--- config.mk ---
export PLATFORM = sky130hd
export DESIGN_NAME = traffic_light_ctrl_flat
export DESIGN_NICKNAME = d
export VERILOG_FILES = /design/src/rtl/traffic_pkg.sv /design/src/rtl/traffic_light_ctrl_if.sv /design/src/rtl/tick_gen.sv /design/src/rtl/traffic_light_ctrl.sv /design/src/flat_wrapper.sv
export SDC_FILE = /design/constraint.sdc
export NUM_CORES = 1
export LEC_CHECK = 0
export CAP_MARGIN = 5
export CORE_MARGIN = 2
export CORE_UTILIZATION = 40
export CTS_CLUSTER_DIAMETER = 150
export DETAILED_ROUTE_END_ITERATION = 12
export HOLD_SLACK_MARGIN = 0.02
export PLACE_DENSITY = 0.69
export SETUP_SLACK_MARGIN = 0.4
export SYNTH_ARGS = -nofsm -noshare
export SYNTH_HDL_FRONTEND = slang
export SYNTH_SLANG_ARGS = --single-unit
--- constraint.sdc ---
create_clock -name clk -period 2.7 [get_ports clk]
set_input_delay 0.54 -clock clk [delete_from_list [all_inputs] [get_ports clk]]
set_output_delay 0.54 -clock clk [all_outputs]
set_load 0.01 [all_outputs]
--- src/rtl/traffic_pkg.sv ---
// Shared types and constants for the traffic-light phase sequencer.
package traffic_pkg;

  localparam int unsigned REM_W     = 7;
  localparam int unsigned LAMP_W    = 3;
  localparam int unsigned PED_MIN_S = 5;

  typedef enum logic [1:0] {
    MG = 2'd0,
    MY = 2'd1,
    SG = 2'd2,
    SY = 2'd3
  } state_e;

  localparam logic [LAMP_W-1:0] LAMP_MAIN_G = 3'd0;
  localparam logic [LAMP_W-1:0] LAMP_MAIN_R = 3'd1;
  localparam logic [LAMP_W-1:0] LAMP_SUB_G  = 3'd2;
  localparam logic [LAMP_W-1:0] LAMP_SUB_R  = 3'd3;
  localparam logic [LAMP_W-1:0] LAMP_BLANK  = 3'd5;
  localparam logic [LAMP_W-1:0] LAMP_UNLIT  = 3'd7;

  // Everything the display driver renders, registered as one word.
  typedef struct packed {
    logic [REM_W-1:0]  main_rest_time;
    logic [REM_W-1:0]  sub_rest_time;
    logic              dis;
    logic              non;
    logic [LAMP_W-1:0] n1;
    logic [LAMP_W-1:0] n2;
  } disp_t;

  // Phase order MG -> MY -> SG -> SY -> MG.
  function automatic state_e next_state(input state_e s);
    case (s)
      MG:      next_state = MY;
      MY:      next_state = SG;
      SG:      next_state = SY;
      default: next_state = MG;
    endcase
  endfunction

endpackage

--- src/rtl/traffic_light_ctrl_if.sv ---
// Mode inputs and display outputs of the sequencer.
// Optional PED_REQ_EN adds the pedestrian request level ped_req.
interface traffic_light_ctrl_if;

  logic       mode_off;
  logic       mode_maint;
`ifdef PED_REQ_EN
  logic       ped_req;
`endif
  logic [6:0] main_rest_time;
  logic [6:0] sub_rest_time;
  logic       dis;
  logic       non;
  logic [2:0] n1;
  logic [2:0] n2;

  // Controller side: drives modes, receives display data.
  modport master (
`ifdef PED_REQ_EN
    output ped_req,
`endif
    output mode_off, mode_maint,
    input  main_rest_time, sub_rest_time, dis, non, n1, n2
  );

  // Sequencer side.
  modport slave (
`ifdef PED_REQ_EN
    input  ped_req,
`endif
    input  mode_off, mode_maint,
    output main_rest_time, sub_rest_time, dis, non, n1, n2
  );

endinterface

--- src/rtl/tick_gen.sv ---
// Half-second prescaler and second phase bit; ticks are registered so each
// is high exactly while the counter sits at TICK_DIV-1.
module tick_gen #(
  parameter int unsigned TICK_DIV = 50_000_000
) (
  input  logic clk,
  input  logic rst_n,
  input  logic clr_i,
  output logic half_tick_o,
  output logic sec_tick_o
);

  localparam int unsigned CNT_W = (TICK_DIV > 1) ? $clog2(TICK_DIV) : 1;
  localparam logic [CNT_W-1:0] CNT_MAX = CNT_W'(TICK_DIV - 1);

  logic [CNT_W-1:0] cnt_q, cnt_d;
  logic             phase_q, phase_d;
  logic             half_d, sec_d;

  // Next counter/phase; clear restarts the second from its beginning.
  always_comb begin
    cnt_d   = cnt_q;
    phase_d = phase_q;
    if (clr_i) begin
      cnt_d   = '0;
      phase_d = 1'b0;
    end else begin
      cnt_d   = (cnt_q == CNT_MAX) ? '0 : cnt_q + CNT_W'(1);
      phase_d = half_tick_o ? ~phase_q : phase_q;
    end
    half_d = (cnt_d == CNT_MAX);
    sec_d  = half_d & phase_d;
  end

  // Prescaler state and registered tick strobes.
  always_ff @(posedge clk or negedge rst_n) begin
    if (!rst_n) begin
      cnt_q       <= '0;
      phase_q     <= 1'b0;
      half_tick_o <= (CNT_MAX == '0);
      sec_tick_o  <= 1'b0;
    end else begin
      cnt_q       <= cnt_d;
      phase_q     <= phase_d;
      half_tick_o <= half_d;
      sec_tick_o  <= sec_d;
    end
  end

endmodule

--- src/rtl/traffic_light_ctrl.sv ---
// Two-road traffic-light phase sequencer: green/yellow cycle, countdowns,
// lamp indices and off/maintenance display modes.
// Optional PED_REQ_EN: pedestrian request shortens main green to 5 s once per MG.
module traffic_light_ctrl
  import traffic_pkg::*;
#(
  parameter int unsigned TICK_DIV     = 50_000_000,
  parameter int unsigned MAIN_GREEN_S = 30,
  parameter int unsigned SUB_GREEN_S  = 20,
  parameter int unsigned YELLOW_S     = 3
) (
  input  logic                 clk,
  input  logic                 rst_n,
  traffic_light_ctrl_if.slave  bus
);

  localparam logic [REM_W-1:0] MAIN_DUR = REM_W'(MAIN_GREEN_S);
  localparam logic [REM_W-1:0] SUB_DUR  = REM_W'(SUB_GREEN_S);
  localparam logic [REM_W-1:0] YEL_DUR  = REM_W'(YELLOW_S);
  localparam disp_t DISP_RST = '{
    main_rest_time: REM_W'(MAIN_GREEN_S + YELLOW_S),
    sub_rest_time:  REM_W'(MAIN_GREEN_S + YELLOW_S),
    dis:            1'b0,
    non:            1'b0,
    n1:             LAMP_MAIN_G,
    n2:             LAMP_SUB_R
  };

  state_e           state_q, state_d;
  logic [REM_W-1:0] rem_q, rem_d;
  logic             blink_q, blink_d;
  logic             ylw_q, ylw_d;
  logic             abn_q, abn_d;
  disp_t            disp_q, disp_d;
  logic             tick_clr;
  logic             half_tick;
  logic             sec_tick;
`ifdef PED_REQ_EN
  logic             ped_used_q, ped_used_d;
`endif

  function automatic logic [REM_W-1:0] dur(input state_e s);
    case (s)
      MG:      dur = MAIN_DUR;
      SG:      dur = SUB_DUR;
      default: dur = YEL_DUR;
    endcase
  endfunction

  tick_gen #(.TICK_DIV(TICK_DIV)) u_tick (
    .clk         (clk),
    .rst_n       (rst_n),
    .clr_i       (tick_clr),
    .half_tick_o (half_tick),
    .sec_tick_o  (sec_tick)
  );

  // State register, countdown, blink bits and registered display word.
  always_ff @(posedge clk or negedge rst_n) begin
    if (!rst_n) begin
      state_q    <= MG;
      rem_q      <= MAIN_DUR;
      blink_q    <= 1'b0;
      ylw_q      <= 1'b0;
      abn_q      <= 1'b0;
      disp_q     <= DISP_RST;
`ifdef PED_REQ_EN
      ped_used_q <= 1'b0;
`endif
    end else begin
      state_q    <= state_d;
      rem_q      <= rem_d;
      blink_q    <= blink_d;
      ylw_q      <= ylw_d;
      abn_q      <= abn_d;
      disp_q     <= disp_d;
`ifdef PED_REQ_EN
      ped_used_q <= ped_used_d;
`endif
    end
  end

  // Next state: held in off/maint, restart at MG on return, else count down.
  always_comb begin
    state_d  = state_q;
    rem_d    = rem_q;
    ylw_d    = ylw_q;
    blink_d  = half_tick ? ~blink_q : blink_q;
    abn_d    = bus.mode_off | bus.mode_maint;
    tick_clr = 1'b0;
`ifdef PED_REQ_EN
    ped_used_d = ped_used_q;
`endif
    if (abn_d) begin
      state_d = state_q;
    end else if (abn_q) begin
      state_d  = MG;
      rem_d    = MAIN_DUR;
      ylw_d    = 1'b0;
      tick_clr = 1'b1;
`ifdef PED_REQ_EN
      ped_used_d = 1'b0;
`endif
    end else begin
      if (half_tick && (state_q == MY || state_q == SY)) begin
        ylw_d = ~ylw_q;
      end
      if (sec_tick) begin
        if (rem_q == REM_W'(1)) begin
          state_d = next_state(state_q);
          rem_d   = dur(next_state(state_q));
          ylw_d   = 1'b0;
`ifdef PED_REQ_EN
          if (next_state(state_q) == MG) begin
            ped_used_d = 1'b0;
          end
`endif
        end else begin
          rem_d = rem_q - REM_W'(1);
        end
      end
`ifdef PED_REQ_EN
      // One-shot shortening of main green; overrides a same-cycle decrement.
      if (state_q == MG && bus.ped_req && !ped_used_q && rem_q > REM_W'(PED_MIN_S)) begin
        rem_d      = REM_W'(PED_MIN_S);
        ped_used_d = 1'b1;
      end
`endif
    end
  end

  // Display word from the next-state values so it lines up with the state.
  always_comb begin
    disp_d    = '0;
    disp_d.n1 = LAMP_BLANK;
    disp_d.n2 = LAMP_BLANK;
    if (bus.mode_off) begin
      disp_d.non = 1'b1;
    end else if (bus.mode_maint) begin
      disp_d.dis = 1'b1;
      if (blink_d) begin
        disp_d.n1 = LAMP_MAIN_R;
        disp_d.n2 = LAMP_SUB_R;
      end
    end else begin
      case (state_d)
        MG: begin
          disp_d.main_rest_time = rem_d + YEL_DUR;
          disp_d.sub_rest_time  = rem_d + YEL_DUR;
          disp_d.n1             = LAMP_MAIN_G;
          disp_d.n2             = LAMP_SUB_R;
        end
        MY: begin
          disp_d.main_rest_time = rem_d;
          disp_d.sub_rest_time  = rem_d;
          disp_d.n1             = ylw_d ? LAMP_UNLIT : LAMP_MAIN_G;
          disp_d.n2             = LAMP_SUB_R;
        end
        SG: begin
          disp_d.main_rest_time = rem_d + YEL_DUR;
          disp_d.sub_rest_time  = rem_d + YEL_DUR;
          disp_d.n1             = LAMP_MAIN_R;
          disp_d.n2             = LAMP_SUB_G;
        end
        default: begin
          disp_d.main_rest_time = rem_d;
          disp_d.sub_rest_time  = rem_d;
          disp_d.n1             = LAMP_MAIN_R;
          disp_d.n2             = ylw_d ? LAMP_UNLIT : LAMP_SUB_G;
        end
      endcase
    end
  end

  assign bus.main_rest_time = disp_q.main_rest_time;
  assign bus.sub_rest_time  = disp_q.sub_rest_time;
  assign bus.dis            = disp_q.dis;
  assign bus.non            = disp_q.non;
  assign bus.n1             = disp_q.n1;
  assign bus.n2             = disp_q.n2;

endmodule

--- src/flat_wrapper.sv ---
// flat-port wrapper written by rule: the top's interface ports become plain ports
module traffic_light_ctrl_flat import traffic_pkg::*;
#(
  parameter int unsigned TICK_DIV     = 50_000_000,
  parameter int unsigned MAIN_GREEN_S = 30,
  parameter int unsigned SUB_GREEN_S  = 20,
  parameter int unsigned YELLOW_S     = 3
)
  (clk, rst_n, bus_mode_off, bus_mode_maint, bus_main_rest_time, bus_sub_rest_time, bus_dis, bus_non, bus_n1, bus_n2);
  traffic_light_ctrl_if bus_i ();
  input  logic clk;
  input  logic rst_n;
  input wire logic [$bits(bus_i.mode_off)-1:0] bus_mode_off;
  input wire logic [$bits(bus_i.mode_maint)-1:0] bus_mode_maint;
  output wire logic [$bits(bus_i.main_rest_time)-1:0] bus_main_rest_time;
  output wire logic [$bits(bus_i.sub_rest_time)-1:0] bus_sub_rest_time;
  output wire logic [$bits(bus_i.dis)-1:0] bus_dis;
  output wire logic [$bits(bus_i.non)-1:0] bus_non;
  output wire logic [$bits(bus_i.n1)-1:0] bus_n1;
  output wire logic [$bits(bus_i.n2)-1:0] bus_n2;
  assign bus_i.mode_off = bus_mode_off;
  assign bus_i.mode_maint = bus_mode_maint;
  assign bus_main_rest_time = bus_i.main_rest_time;
  assign bus_sub_rest_time = bus_i.sub_rest_time;
  assign bus_dis = bus_i.dis;
  assign bus_non = bus_i.non;
  assign bus_n1 = bus_i.n1;
  assign bus_n2 = bus_i.n2;
  traffic_light_ctrl #(.TICK_DIV(TICK_DIV), .MAIN_GREEN_S(MAIN_GREEN_S), .SUB_GREEN_S(SUB_GREEN_S), .YELLOW_S(YELLOW_S)) u_core (.clk(clk), .rst_n(rst_n), .bus(bus_i));
endmodule
## Yosys cells after proc, flatten, opt, wreduce, memory -nomap -nowiden

Index checks and enable logic that the tools add are counted.

- Register bits: 63
- Word-level logic and storage cells: 75

- Add/sub/neg operators: 3
- Equality and inequality tests: 9
- Multiplexer cells: 37
- Bitwise operators: 5
- Reductions and logical operators: 6

Operators by type and width:

| operator | count |
|---|---|
| $eq 26x26->1 const B | 2 |
| $mux 26 | 2 |
| $mux 14 | 2 |
| $mux 7 | 4 |
| $add 26x1->26 const B | 1 |
| $mux 6 | 3 |
| $pmux 6 s3 | 1 |
| $mux 2 | 8 |
| $mux 15 | 1 |
| $mux 1 | 12 |
| $pmux 5 s2 | 1 |
| $eq 2x2->1 const B | 4 |
| $add 7x2->7 const B | 1 |
| $eq 7x1->1 const B | 1 |
| $sub 7x1->7 const B | 1 |
| $logic_not 2->1 | 3 |
| $mux 3 | 2 |
| $pmux 2 s3 | 1 |
| $eq 2x1->1 const B | 2 |
| $not 1->1 | 3 |
| $reduce_or 2->1 | 1 |
| $and 1x1->1 | 1 |
| $logic_and 1x1->1 | 1 |
| $logic_or 1x1->1 | 1 |
| $or 1x1->1 | 1 |

## Depth between registers and ports, before layout

- Word-level depth: 16
- Depth in mapped cells: 13
- Mapped depth without buffers: 12

## Cells and area by module

A second synthesis with hierarchy kept.

- Cells, all modules: 330
- Area total of the unflattened synthesis: 3258.1 µm²

Modules (own cells, without submodules):

| module | times used | cells an instance | area an instance (µm²) | seq. area each (µm²) |
|---|---|---|---|---|
| tick_gen | 1 | 176 | 1721.7 | 725.7 |
| traffic_light_ctrl | 1 | 154 | 1536.5 | 685.7 |

## Worst setup path after synthesis

Ideal clock, no wire load.

- Path kind: input -> register
- From: input port bus_mode_maint
- To: register u_core.disp_q, in the netlist u_core.bus.main_rest_time[6]
- Library setup time: 78 ps
- Arrival: 2821 ps
- Required time: 2622 ps
- Path slack: -199 ps
- Cell stages on the path: 10
- Path buffers: 1
- Path through: clkbuf_1 -> or3b_2 -> a2111oi_0 -> or2_2 -> inv_1 -> ha_1 -> a21oi_1 -> nand4_1 -> or3_1 -> a21oi_1

RTL lines:

| element | line | source |
|---|---|---|
| start, declared | flat_wrapper.sv:14 | `input wire logic [$bits(bus_i.mode_maint)-1:0] bus_mode_maint;` |
| $or 1x1->1 | traffic_light_ctrl.sv:89 | `abn_d = bus.mode_off \| bus.mode_maint;` |
| $mux 7 | traffic_light_ctrl.sv:94 | `if (abn_d) begin` |
| net u_core.rem_d[0] | traffic_light_ctrl.sv:30 | `logic [REM_W-1:0] rem_q, rem_d;` |
| $add 7x2->7 | traffic_light_ctrl.sv:148, traffic_light_ctrl.sv:160 |  |
| $mux 14 | -- |  |
| $mux 14 | traffic_light_ctrl.sv:139 | `end else if (bus.mode_maint) begin` |
| $mux 15 | traffic_light_ctrl.sv:137 | `if (bus.mode_off) begin` |
| end signal, assigned | traffic_light_ctrl.sv:76 | `disp_q <= disp_d;` |
| end, declared | traffic_light_ctrl.sv:34 | `disp_t disp_q, disp_d;` |

The timed path passes the listed nets, and every way through them passes these cells.

## Worst setup path after layout

- From: register u_core.rem_q[1]
- To: register u_core.disp_q, in the netlist u_core.bus.main_rest_time[6]

RTL lines:

| element | line | source |
|---|---|---|
| start, declared | traffic_light_ctrl.sv:30 |  |
| start signal, assigned | traffic_light_ctrl.sv:72 | `rem_q <= rem_d;` |
| $eq 7x1->1 | traffic_light_ctrl.sv:109 | `if (rem_q == REM_W'(1)) begin` |
| $mux 7 | traffic_light_ctrl.sv:109 |  |
| $mux 7 | traffic_light_ctrl.sv:108 | `if (sec_tick) begin` |
| $mux 7 | traffic_light_ctrl.sv:96 | `end else if (abn_q) begin` |
| $mux 7 | traffic_light_ctrl.sv:94 |  |
| net u_core.rem_d[0] | traffic_light_ctrl.sv:30 |  |
| $add 7x2->7 | traffic_light_ctrl.sv:148, traffic_light_ctrl.sv:160 |  |
| $mux 14 | -- |  |
| $mux 14 | traffic_light_ctrl.sv:139 |  |
| $mux 15 | traffic_light_ctrl.sv:137 |  |

The timed path passes the listed nets, and every way through them passes these cells.

==> metrics.md <==
| Metric | Value |
|---|---|
| Setup CP Type | reg2reg |
| Static Leakage | 0.001812 uW |
| Warnings, synthesis | 0 |
| Max-Cap Viols | 0 |
| Total GRT Usage | 18.65% |
| Final Util | 57.10% |
| Crit path largest cell delay | about 0.41 ns |
| Top post-synthesis cells by area | dfrtp_1 (38%), dfstp_2 (6.6%), nor2_1 (5.2%) |
| Die extent in x | around 93 um |
| Post-Synthesis Cells | around 330 |
| Final TNS setup | 0 ns |
| WL met2 | roughly 4.2 mm |
| RSZ-0062 raised after global routing | true |
| Startpoint Class | register |
| Via density per instance | about 5.6 |
| Mean post-synth cell area | ~9.5 um^2 |
| TritonCTS clock tree | built |
| Crit path buf inv count | 2 |
| Synth area leader | dfrtp_1 |
| WL met3 | around 380 um |
| Fillers | ~670 |
| Cell Area, Synth | between 0.003 and 0.004 mm^2 |
| WL met1 | 3.473 mm |
| Fin area | 0.004389 mm^2 |
| Overall Power | around 1700 uW |
| Post-synth EDFFs | 0 |
| FF/Latch Area | 0.001424 mm^2 |
| Tightest Hold Check Type | in2async |
| IO Port Bufs | 25 |
| Flops & latches, synth | 56 |
| First-pass GRT wire length | between 10 and 15 mm |
| Max Clock Freq | roughly 0.38 GHz |
| Area grow syn2layout | 38.55% |
| DIE AREA | 0.008648 mm^2 |
| Num CTS Buffers | 5 |
| Multi-input gate area | roughly 0.0019 mm^2 |
| Slew Viols, Final | 0 |
| Worst Path Required | between 2 and 3 ns |
| Ant. Diodes | 0 |
| Peak VDD IR | about 0.25 mV |
| Number of global-route vias before repair | 2790 |
| Sink Count | 56 |
| Crit path DAT | 2.89 ns |
| Worst skew pair latency | around 0.31 ns |
| WL/cell | about 16 um |
| Initial antenna violation count | 0 |
| Crit-path cells | inv_2 > ha_4 > or3b_4 > o31a_1 > o31ai_2 > or2_4 > inv_2 > ha_4 > a21oi_2 > nand4_1 > or3_1 > a21oi_1 |
| Row count | 32 |
| Post-DP HPWL | 5.429 mm |
| CORE AREA | a little under 0.008 mm^2 |
| PD cells | between 300 and 400 mW/mm^2 |
| Slew headroom | about 64% |
| CP max FO | 4 |
| Tcrit/Tclk final | 97.77% |
| Most frequent cell after synthesis | dfrtp_1 |
| Post-layout net count | ~430 |
| Final Skew | between 0.02 and 0.025 ns |
| Share of cells above drive strength 1 | roughly 35% |
| Drt total wl | ~8.2 mm |
| Sequential fraction of the synthesis area | ~45% |
| Starting Density | 41.21% |
| CP delay by family, top | simple AND/OR/NAND/NOR gates |
| Worst Tran Pin Value | approximately 0.53 ns |
| DR pass1 iterations | 4 |
| Root buffer cell | clkbuf_8 |
| Synth top cells by count | dfrtp_1 (48), nor2_1 (44), nand2_1 (16) |
| Post-route ant nets | 0 |
| Grt total ovfl | 0 |
| Routed vias | 2892 |
| Die span in y | 93.00 um |
| Residual DRC | 0 |
| Max Used Layer | met4 |
| Cell variety after synth | 65 |
| Pin count of the biggest net entering global routing | 25 |
| WHS | roughly 0.18 ns |
| Setup-failing EPs final | 0 |
| Clock slew seen by the registers of the worst setup and hold paths | between 0.1 and 0.15 ns |
| Number of I/O pins | 26 |
| DRT iter0 DRCs | ~160 |
| Asr flop ratio synth | 100.0% |
| H-tree depth | 2 |
| Synth Net Count | between 300 and 400 |
| CTS max path bufs | 2 |
| Run status | complete, no violations |
| Synth top area share | a little under two fifths |
| Final RePlAce weighted congestion | around 0.9 |
| CP endpoint kind | register |
| Dominant synthesized flop cell | dfrtp_1 |
| Period minus WS final | ~2.6 ns |
| Dpl cell area | 0.003779 mm^2 |
| Hold Violations, Final | 0 |
| Crit-path slowest cell | or3b_4 |
## cells by family (layout without fill, tap and decap cells)
group	count (synthesis)	count (layout)	share of synthesized area [%]
flops	56	56	44.55
mux	3	3	0.9479
compound gates	60	60	12.92
buf+inv	35	118	5.095
fa+ha+maj	8	8	3.160
simple gates	144	144	26.15
xor+xnor	26	26	7.188
## per-layer routing
layer  GRT usage, %  vias to the layer above
met2          32.13                       88
met3          3.143                       20
li1               -                     1360
met1          24.23                     1424
met5              0                        -
met4          5.270                        0
## path summary, 6_finish.rpt
path | startpoint | end | slack (ns) | depth (start not counted)
max | u_core.rem_q[1] | u_core.bus.main_rest_time[6] | 0.06 | 12
min | rst_n | u_core.bus.non | 0.18 | 1
max reg2reg | u_core.rem_q[1] | u_core.bus.main_rest_time[6] | 0.06 | 12
min in group clk | u_core.blink_q | u_core.blink_q | 0.46 | 1
min reg2reg | u_core.blink_q | u_core.blink_q | 0.46 | 1
max in group asynchronous | rst_n | u_core.rem_q[1] | 1.83 | 2
## what timing repair did
item | CTS | global route
hold buffers | 0 | 0
pin swaps | 11 | 21
setup buffers | 26 | 8
gates resized for setup | 21 | 42
endpoints found under the setup margin | 14 | 11
## layout by cell type, fill, tap and decap left out, types with 5 or more instances in the layout
cell type / count
o21ai_0: 8
or3_1: 6
clkbuf_8: 5
dfstp_2: 8
dfrtp_1: 38
buf_4: 62
xnor2_1: 12
a21oi_1: 11
nor2_1: 41
nand2_1: 13
buf_6: 9
xor2_1: 14
nand4_1: 11
inv_1: 10
dfrtp_2: 10
clkdlybuf4s50_1: 24
nor3_1: 10
nand3_1: 9
ha_1: 5
## state kept, by name, indices dropped and copies added (netlist names), 2 cells and up
register and count:
u_core.state_q 2, u_core.bus.n1 3, u_core.u_tick.cnt_q 26, u_core.bus.main_rest_time 7, u_core.rem_q 7, u_core.bus.n2 3
## final cells by class
type                       instances  share of cell area [%]
multi-input combinational        241                   42.90
sequential                        56                   32.44
timing repair buffer              96                   18.50
tap                              102                   2.908
clock buffer                       5                   1.568
inverter                          14                   1.197
clock inverter                     3                  0.4846
## metrics by stage
stage	instances	setup WS, ns
after floorplan	332	0.02910
after global routing	517	-0.06133
final	517	0.06021
after CTS	509	0.07699
after detailed placement	475	-0.2296
after global placement	475	-0.1767
## power by group
group | internal, uW | switching (uW)
logic | 163 | 167
clock network | 185 | 278
registers | 883 | 44.2
total | 1230 | 489
Power figures use the tool's default switching activity.
